$ cat src/rtl/mem_check_pkg.sv
// Shared types and constants for the memory verify stage.
//   state_t     : sweep controller states
//   CHK_W       : checksum width
//   NO_BAD_ADDR : "no mismatch seen" marker, sliced to the address width by users
package mem_check_pkg;

    typedef enum logic [1:0] {
        IDLE  = 2'd0,
        ISSUE = 2'd1,
        DRAIN = 2'd2,
        DONE  = 2'd3
    } state_t;

    localparam int          CHK_W       = 16;
    localparam logic [31:0] NO_BAD_ADDR = 32'hFFFF_FFFF;

endpackage

$ cat src/rtl/memory_verify_fsm_if.sv
// Bundle between the verify stage, the RAM read port and the init stage.
//   master : the verify stage (drives read address, restart pulse and results)
//   slave  : the environment (RAM q, init_finish level, retest pulse)
interface memory_verify_fsm_if
    import mem_check_pkg::*;
#(
    parameter int ADDR_W = 10,
    parameter int DATA_W = 8
);
    logic              init_finish;
    logic              retest;
    logic [ADDR_W-1:0] rd_address;
    logic [DATA_W-1:0] rd_data;
    logic              restart;
    logic              busy;
    logic              done;
    logic              pass;
    logic              abort;
    logic [CHK_W-1:0]  checksum;
    logic [ADDR_W-1:0] mismatch_count;
    logic [ADDR_W-1:0] first_bad_addr;

    modport master (
        input  init_finish, retest, rd_data,
        output rd_address, restart, busy, done, pass, abort,
               checksum, mismatch_count, first_bad_addr
    );

    modport slave (
        output init_finish, retest, rd_data,
        input  rd_address, restart, busy, done, pass, abort,
               checksum, mismatch_count, first_bad_addr
    );
endinterface

$ cat src/rtl/rd_tag_pipe.sv
// Shift register that travels alongside the RAM read latency so each returning
// word can be matched with the address that produced it.
//   clk, reset_n  : clock, asynchronous active-low reset (valid bits only)
//   flush_i       : synchronous clear of every in-flight tag
//   push_vld_i/
//   push_addr_i   : tag entering with the address presented this cycle
//   out_vld_o/
//   out_addr_o    : tag aligned with the RAM q of the current cycle
module rd_tag_pipe
    import mem_check_pkg::*;
#(
    parameter int ADDR_W = 10,
    parameter int DEPTH  = 1
) (
    input  logic              clk,
    input  logic              reset_n,
    input  logic              flush_i,
    input  logic              push_vld_i,
    input  logic [ADDR_W-1:0] push_addr_i,
    output logic              out_vld_o,
    output logic [ADDR_W-1:0] out_addr_o
);

    logic [DEPTH-1:0]  vld_q;
    logic [ADDR_W-1:0] addr_q [DEPTH];

    always_ff @(posedge clk or negedge reset_n) begin
        if (!reset_n) begin
            vld_q <= '0;
        end else if (flush_i) begin
            vld_q <= '0;
        end else begin
            vld_q[0] <= push_vld_i;
            for (int i = 1; i < DEPTH; i++) begin
                vld_q[i] <= vld_q[i-1];
            end
        end
    end

    // Address bits are qualified by vld_q, so they need no reset.
    always_ff @(posedge clk) begin
        addr_q[0] <= push_addr_i;
        for (int i = 1; i < DEPTH; i++) begin
            addr_q[i] <= addr_q[i-1];
        end
    end

    assign out_vld_o  = vld_q[DEPTH-1];
    assign out_addr_o = addr_q[DEPTH-1];

endmodule

$ cat src/rtl/memory_verify_fsm.sv
// Post-init RAM checker. On a rising edge of init_finish it reads
// FIRST_ADDR..LAST_ADDR, compares every word with addr[DATA_W-1:0], and reports
// checksum, mismatch count, first bad address and pass/done. retest in DONE
// sends a one-cycle restart pulse to the init stage.
//   clk, reset_n : clock, asynchronous active-low reset
//   bus          : memory_verify_fsm_if.master (RAM read port, init handshake, results)
module memory_verify_fsm
    import mem_check_pkg::*;
#(
    parameter int ADDR_W     = 10,
    parameter int DATA_W     = 8,
    parameter int FIRST_ADDR = 1,
    parameter int LAST_ADDR  = 255,
    parameter int RD_LATENCY = 1
) (
    input  logic                clk,
    input  logic                reset_n,
    memory_verify_fsm_if.master bus
);

    localparam logic [ADDR_W-1:0] FIRST_A    = ADDR_W'(FIRST_ADDR);
    localparam logic [ADDR_W-1:0] LAST_A     = ADDR_W'(LAST_ADDR);
    localparam logic [ADDR_W-1:0] NO_BAD     = NO_BAD_ADDR[ADDR_W-1:0];
    localparam logic [1:0]        DRAIN_LAST = 2'(RD_LATENCY - 1);

    state_t            state_q, state_d;
    logic [ADDR_W-1:0] addr_q, addr_d;
    logic [1:0]        drain_q, drain_d;
    logic              init_q;
    logic              armed_q;
    logic              restart_q;
    logic              abort_q;
    logic [CHK_W-1:0]  sum_q;
    logic [ADDR_W-1:0] mis_q;
    logic [ADDR_W-1:0] bad_q;

    logic              rise;
    logic              abort_now;
    logic              tag_vld;
    logic [ADDR_W-1:0] tag_addr;
    logic              busy, done;

    // armed_q keeps a level that was already high across reset from looking
    // like a fresh edge: init_finish has to be seen low once before a sweep.
    assign rise      = bus.init_finish & ~init_q & armed_q;
    assign abort_now = ((state_q == ISSUE) || (state_q == DRAIN)) && !bus.init_finish;

    rd_tag_pipe #(
        .ADDR_W (ADDR_W),
        .DEPTH  (RD_LATENCY)
    ) u_tag_pipe (
        .clk         (clk),
        .reset_n     (reset_n),
        .flush_i     (abort_now),
        .push_vld_i  (state_q == ISSUE),
        .push_addr_i (addr_q),
        .out_vld_o   (tag_vld),
        .out_addr_o  (tag_addr)
    );

    // State register (address counter and drain counter move with the state)
    always_ff @(posedge clk or negedge reset_n) begin
        if (!reset_n) begin
            state_q <= IDLE;
            addr_q  <= FIRST_A;
            drain_q <= '0;
        end else begin
            state_q <= state_d;
            addr_q  <= addr_d;
            drain_q <= drain_d;
        end
    end

    // Next-state logic
    always_comb begin
        state_d = state_q;
        addr_d  = addr_q;
        drain_d = drain_q;
        unique case (state_q)
            IDLE: begin
                if (rise) begin
                    state_d = ISSUE;
                    addr_d  = FIRST_A;
                end
            end
            ISSUE: begin
                if (abort_now) begin
                    state_d = IDLE;
                end else if (addr_q == LAST_A) begin
                    // rd_address parks on LAST_ADDR through DRAIN and DONE
                    state_d = DRAIN;
                    drain_d = '0;
                end else begin
                    addr_d = addr_q + 1'b1;
                end
            end
            DRAIN: begin
                if (abort_now) begin
                    state_d = IDLE;
                end else if (drain_q == DRAIN_LAST) begin
                    state_d = DONE;
                end else begin
                    drain_d = drain_q + 2'd1;
                end
            end
            DONE: begin
                if (bus.retest) begin
                    state_d = IDLE;
                end
            end
            default: state_d = IDLE;
        endcase
    end

    // Output logic
    always_comb begin
        busy = (state_q == ISSUE) || (state_q == DRAIN);
        done = (state_q == DONE);
    end

    // Edge detector and registered one-cycle pulses
    always_ff @(posedge clk or negedge reset_n) begin
        if (!reset_n) begin
            init_q    <= 1'b0;
            armed_q   <= 1'b0;
            restart_q <= 1'b0;
            abort_q   <= 1'b0;
        end else begin
            init_q    <= bus.init_finish;
            armed_q   <= armed_q | ~bus.init_finish;
            restart_q <= (state_q == DONE) && bus.retest;
            abort_q   <= abort_now;
        end
    end

    // Compare / accumulate. An abort in the same cycle as a return wins, so
    // the partial results stay exactly as they were before the abort cycle.
    always_ff @(posedge clk or negedge reset_n) begin
        if (!reset_n) begin
            sum_q <= '0;
            mis_q <= '0;
            bad_q <= NO_BAD;
        end else if ((state_q == IDLE) && rise) begin
            sum_q <= '0;
            mis_q <= '0;
            bad_q <= NO_BAD;
        end else if (tag_vld && !abort_now) begin
            sum_q <= sum_q + CHK_W'(bus.rd_data);
            if (bus.rd_data != tag_addr[DATA_W-1:0]) begin
                if (mis_q != '1) begin
                    mis_q <= mis_q + 1'b1;
                end
                if (bad_q == NO_BAD) begin
                    bad_q <= tag_addr;
                end
            end
        end
    end

    assign bus.rd_address     = addr_q;
    assign bus.restart        = restart_q;
    assign bus.abort          = abort_q;
    assign bus.busy           = busy;
    assign bus.done           = done;
    assign bus.pass           = done && (mis_q == '0);
    assign bus.checksum       = sum_q;
    assign bus.mismatch_count = mis_q;
    assign bus.first_bad_addr = bad_q;

endmodule
$ cat src/flat_wrapper.sv
// flat-port wrapper written by rule: the top's interface ports become plain ports
module memory_verify_fsm_flat import mem_check_pkg::*;
#(
    parameter int ADDR_W     = 10,
    parameter int DATA_W     = 8,
    parameter int FIRST_ADDR = 1,
    parameter int LAST_ADDR  = 255,
    parameter int RD_LATENCY = 1
)
  (clk, reset_n, bus_init_finish, bus_retest, bus_rd_data, bus_rd_address, bus_restart, bus_busy, bus_done, bus_pass, bus_abort, bus_checksum, bus_mismatch_count, bus_first_bad_addr);
  memory_verify_fsm_if #(.ADDR_W(ADDR_W), .DATA_W(DATA_W)) bus_i ();
  input  logic clk;
  input  logic reset_n;
  input wire logic [$bits(bus_i.init_finish)-1:0] bus_init_finish;
  input wire logic [$bits(bus_i.retest)-1:0] bus_retest;
  input wire logic [$bits(bus_i.rd_data)-1:0] bus_rd_data;
  output wire logic [$bits(bus_i.rd_address)-1:0] bus_rd_address;
  output wire logic [$bits(bus_i.restart)-1:0] bus_restart;
  output wire logic [$bits(bus_i.busy)-1:0] bus_busy;
  output wire logic [$bits(bus_i.done)-1:0] bus_done;
  output wire logic [$bits(bus_i.pass)-1:0] bus_pass;
  output wire logic [$bits(bus_i.abort)-1:0] bus_abort;
  output wire logic [$bits(bus_i.checksum)-1:0] bus_checksum;
  output wire logic [$bits(bus_i.mismatch_count)-1:0] bus_mismatch_count;
  output wire logic [$bits(bus_i.first_bad_addr)-1:0] bus_first_bad_addr;
  assign bus_i.init_finish = bus_init_finish;
  assign bus_i.retest = bus_retest;
  assign bus_i.rd_data = bus_rd_data;
  assign bus_rd_address = bus_i.rd_address;
  assign bus_restart = bus_i.restart;
  assign bus_busy = bus_i.busy;
  assign bus_done = bus_i.done;
  assign bus_pass = bus_i.pass;
  assign bus_abort = bus_i.abort;
  assign bus_checksum = bus_i.checksum;
  assign bus_mismatch_count = bus_i.mismatch_count;
  assign bus_first_bad_addr = bus_i.first_bad_addr;
  memory_verify_fsm #(.ADDR_W(ADDR_W), .DATA_W(DATA_W), .FIRST_ADDR(FIRST_ADDR), .LAST_ADDR(LAST_ADDR), .RD_LATENCY(RD_LATENCY)) u_core (.clk(clk), .reset_n(reset_n), .bus(bus_i));
endmodule
$ cat config.mk
export PLATFORM = sky130hd
export DESIGN_NAME = memory_verify_fsm_flat
export DESIGN_NICKNAME = d
export VERILOG_FILES = /design/src/rtl/mem_check_pkg.sv /design/src/rtl/memory_verify_fsm_if.sv /design/src/rtl/rd_tag_pipe.sv /design/src/rtl/memory_verify_fsm.sv /design/src/flat_wrapper.sv
export SDC_FILE = /design/constraint.sdc
export NUM_CORES = 1
export LEC_CHECK = 0
export CAP_MARGIN = 10
export CORE_MARGIN = 8
export CORE_UTILIZATION = 35
export DETAILED_ROUTE_END_ITERATION = 12
export GPL_ROUTABILITY_DRIVEN = 0
export SYNTH_ARGS = -nofsm -noshare
export SYNTH_HDL_FRONTEND = slang
export SYNTH_SLANG_ARGS = --single-unit
$ cat constraint.sdc
create_clock -name clk -period 3.1 [get_ports clk]
set_clock_uncertainty 0.05 [all_clocks]
set_input_delay 0.465 -clock clk [delete_from_list [all_inputs] [get_ports clk]]
set_output_delay 0.465 -clock clk [all_outputs]
set_load 0.01 [all_outputs]
==> impl_results.md <==
- Crit-path most repeated cell: a21oi_1
- I/O pin total: 63
- Outcome: finished, final reports clean
- Synth top area share: 0.306
- Cell area power density: 827 nW/µm²
- HPWL after DPL: 6830 µm
- WP buf/inv: 2
- H-tree depth: 3
- Final wirelength: 9180 µm
- Lkg Pwr: 1.96 nW
- Share of cells above drive strength 1: 0.0989
- Startpoint Class: primary input
- Post-Place Cells: 574
- Setup bufs post-CTS: 0
- Yosys reg bits: 65
- Slowest CP cell: clkdlybuf4s50_1
- FP Rows: 37
- Yosys warning count: 0
- Peak VDD IR: 0.417 mV
- Total global-route track usage: 0.137
- Post-route DRC: 0
- Switching fraction of total power: 0.388
- Syn Area/Cell: 9.50 µm²
- Max Clk Rate: 0.372 GHz
- Hold_buf cts: 0
- DR WL/cell: 15.5 µm
- Slew headroom: 0.381
- Vias: 3095
- Die height: 117 µm
- Post-synth EDFFs: 0
- CTS tree: yes
- Final max-slew violation count: 0
- Synth Flop Type: dfrtp_1
- Total CTS buffers: 9
- Max Cap Viol: 0
- TNS Setup: 0 ns
- Clk sinks: 65
- Sw power: 0.00148 W
- Worst setup EP type: flip-flop
- First-pass GRT wire length: 15800 µm
- Clk_lat worst skew: 0.34 ns
- Total congestion overflow: 0
- Count leader, synth: dfrtp_1
- Yosys cell types: 62
- Cts repair resizes: 0
- Setup CP Type: in2reg
- Top cells by area in the synthesized netlist: dfrtp_1 (31%), dfstp_2 (8.0%), ha_1 (5.9%), dfxtp_1 (5.6%), mux2i_1 (4.2%)
- Post-synthesis sequential area ratio: 0.441
- Slowest stage delay, CP: 0.50 ns
- Min Tclk post-route: 2.69 ns
- CP arrival: 2.91 ns
- Largest net degree at the start of global routing: 47
- Final Cycle Share: 0.867
- CORE AREA: 10100 µm²
- Root buf cell: clkbuf_8
- Port Buffers: 62
- Area leader, netlist: dfrtp_1
- DRT iter0 DRCs: 119
- Delay-heaviest family, CP: compound AO/OA/AOI/OAI gates
- CTS Buffer Depth: 2
- Worst Path Required: 3.32 ns
- Cell count after synthesis: 379
- Final Hold Vio Count: 0
- Nets: 480
- DR pass1 iterations: 4
- # diodes: 0
- Synthesized area: 3600 µm²
- Hold Crit Class: in2async
- Finished Core Util: 0.454
- Logic gate share of total power: 0.437
- Synthesized net count: 409
- Post-route antenna net violation count: 0
- Ys async rst share: 0.846
- Vias in the first global route: 3182
- Pint: 0.00233 W
- Chip width: 117 µm
- RSZ-0062 raised after global routing: false
- Final setup viols: 0
- Clock share of power: 0.195
- Initial Utilization: 0.355
- Sequential share of power: 0.367
- Initial antenna violation count: 0
- Area grow syn2layout: 27.9%
- Critical-path cell list: clkdlybuf4s50_1 -> ha_1 -> inv_1 -> fa_1 -> nand2b_1 -> a21oi_1 -> o311ai_0 -> or3_1 -> a21oi_1
- Die footprint: 13800 µm²
- Least-Margin Pin Slew: 0.916 ns
- Post-synth top cells: dfrtp_1 (44), nand2_1 (33), nor2_1 (27)
- Fin cells: 591
- Max Fanout on Critical Path: 6
- Vias per std cell: 5.24
- Clock Pin Slew Worst Setup and Hold Paths: 0.08 ns
-- cell usage in the layout (no fill, tap or decap), types with 3 or more instances in the layout --
cell type         n
clkbuf_8          9
nor4b_1           3
nor2_1           27
dfxtp_1          10
nand2_1          33
or4_1             6
dfstp_2          11
xor2_1            3
xnor2_1          11
ha_1             17
o21ai_0          25
dfrtp_1          44
o21a_1            3
mux2i_1          15
nand3_1          19
nand4_1          10
a211oi_1          3
nor2b_1           3
clkdlybuf4s50_1  61
buf_4             9
and2_1            6
a21o_1            5
a21oi_1          20
a31oi_1           3
and3_1            6
inv_1            21
o22ai_1           3
inv_6             3
or3_1             9
nand2b_1          9
-- routing by layer --
layer	wire, µm	up-vias	global-route usage
li1	-	1512	-
met5	0	-	0
met2	4380	63	0.226
met1	4310	1513	0.170
met4	66	0	0.0352
met3	427	7	0.0417
-- stage by stage --
step | total power (W) | cell area [µm²] | hold WS, ns | setup slack (ns)
2_1_floorplan | 0.00236 | 3600 | 0.119 | 0.810
3_3_place_gp | 0.00307 | 4390 | 0.380 | 0.159
3_5_place_dp | 0.00309 | 4390 | 0.395 | 0.104
4_1_cts | 0.00386 | 4590 | 0.297 | 0.471
5_1_grt | 0.00412 | 4610 | 0.0327 | 0.287
6_report | 0.00381 | 4610 | 0.0130 | 0.412
-- power groups by stage --
stage          clock (W)  sequential (W)  combinational [W]
2_1_floorplan          0         0.00142           0.000937
3_3_place_gp           0         0.00141            0.00166
3_5_place_dp           0         0.00142            0.00168
4_1_cts         0.000769         0.00140            0.00169
5_1_grt         0.000806         0.00145            0.00187
6_report        0.000745         0.00140            0.00167
-- cells by family after synthesis --
group           Yosys count  share of synthesized area
flops                    65                      0.441
mux                      16                     0.0448
fa+ha+maj                18                     0.0646
xor+xnor                 14                     0.0340
buf+inv                  33                     0.0410
simple gates            151                      0.230
compound gates           82                      0.145
-- path summary, 6_finish.rpt --
check | slack, ns | from | end | cells past startpoint
min | 0.01 | reset_n | u_core.bus.checksum[14] | 1
max | 0.41 | bus_rd_data[0] | u_core.bus.checksum[14] | 9
min in group clk | 0.40 | u_core.bus.rd_address[7] | u_core.u_tag_pipe.addr_q[0][7] | 0
min reg2reg | 0.40 | u_core.bus.rd_address[7] | u_core.u_tag_pipe.addr_q[0][7] | 0
max reg2reg | 0.58 | u_core.state_q[0] | u_core.bus.first_bad_addr[6] | 7
max in group asynchronous | 2.37 | reset_n | u_core.bus.first_bad_addr[2] | 2
-- area by class of cell --
cell class | count | area [µm²]
Fill cell | 974 | 5530
Sequential cell | 65 | 1590
Tap cell | 136 | 170
Clock inverter | 7 | 76.3
Inverter | 21 | 78.8
Clock buffer | 9 | 124
Multi-Input combinational cell | 281 | 1860
Timing Repair Buffer | 72 | 703
-- flip-flops by register name (all words and copies together), names as in the netlist --
signal,count
u_core.bus.first_bad_addr,10
u_core.drain_q,2
u_core.bus.mismatch_count,10
u_core.bus.checksum,16
u_core.state_q,2
u_core.bus.restart,1
u_core.armed_q,1
u_core.init_q,1
u_core.bus.rd_address,10
u_core.u_tag_pipe.addr_q,10
u_core.bus.abort,1
u_core.u_tag_pipe.out_vld_o,1
-- worst register-to-register path: stages (launching register included) --
cell,delay [ns]
dfrtp_1,0.41
inv_1,0.13
ha_1,0.24
and4b_4,0.45
nor3_1,0.11
buf_4,0.20
or3_1,0.61
mux2i_1,0.26
Power figures use the tool's default switching activity.
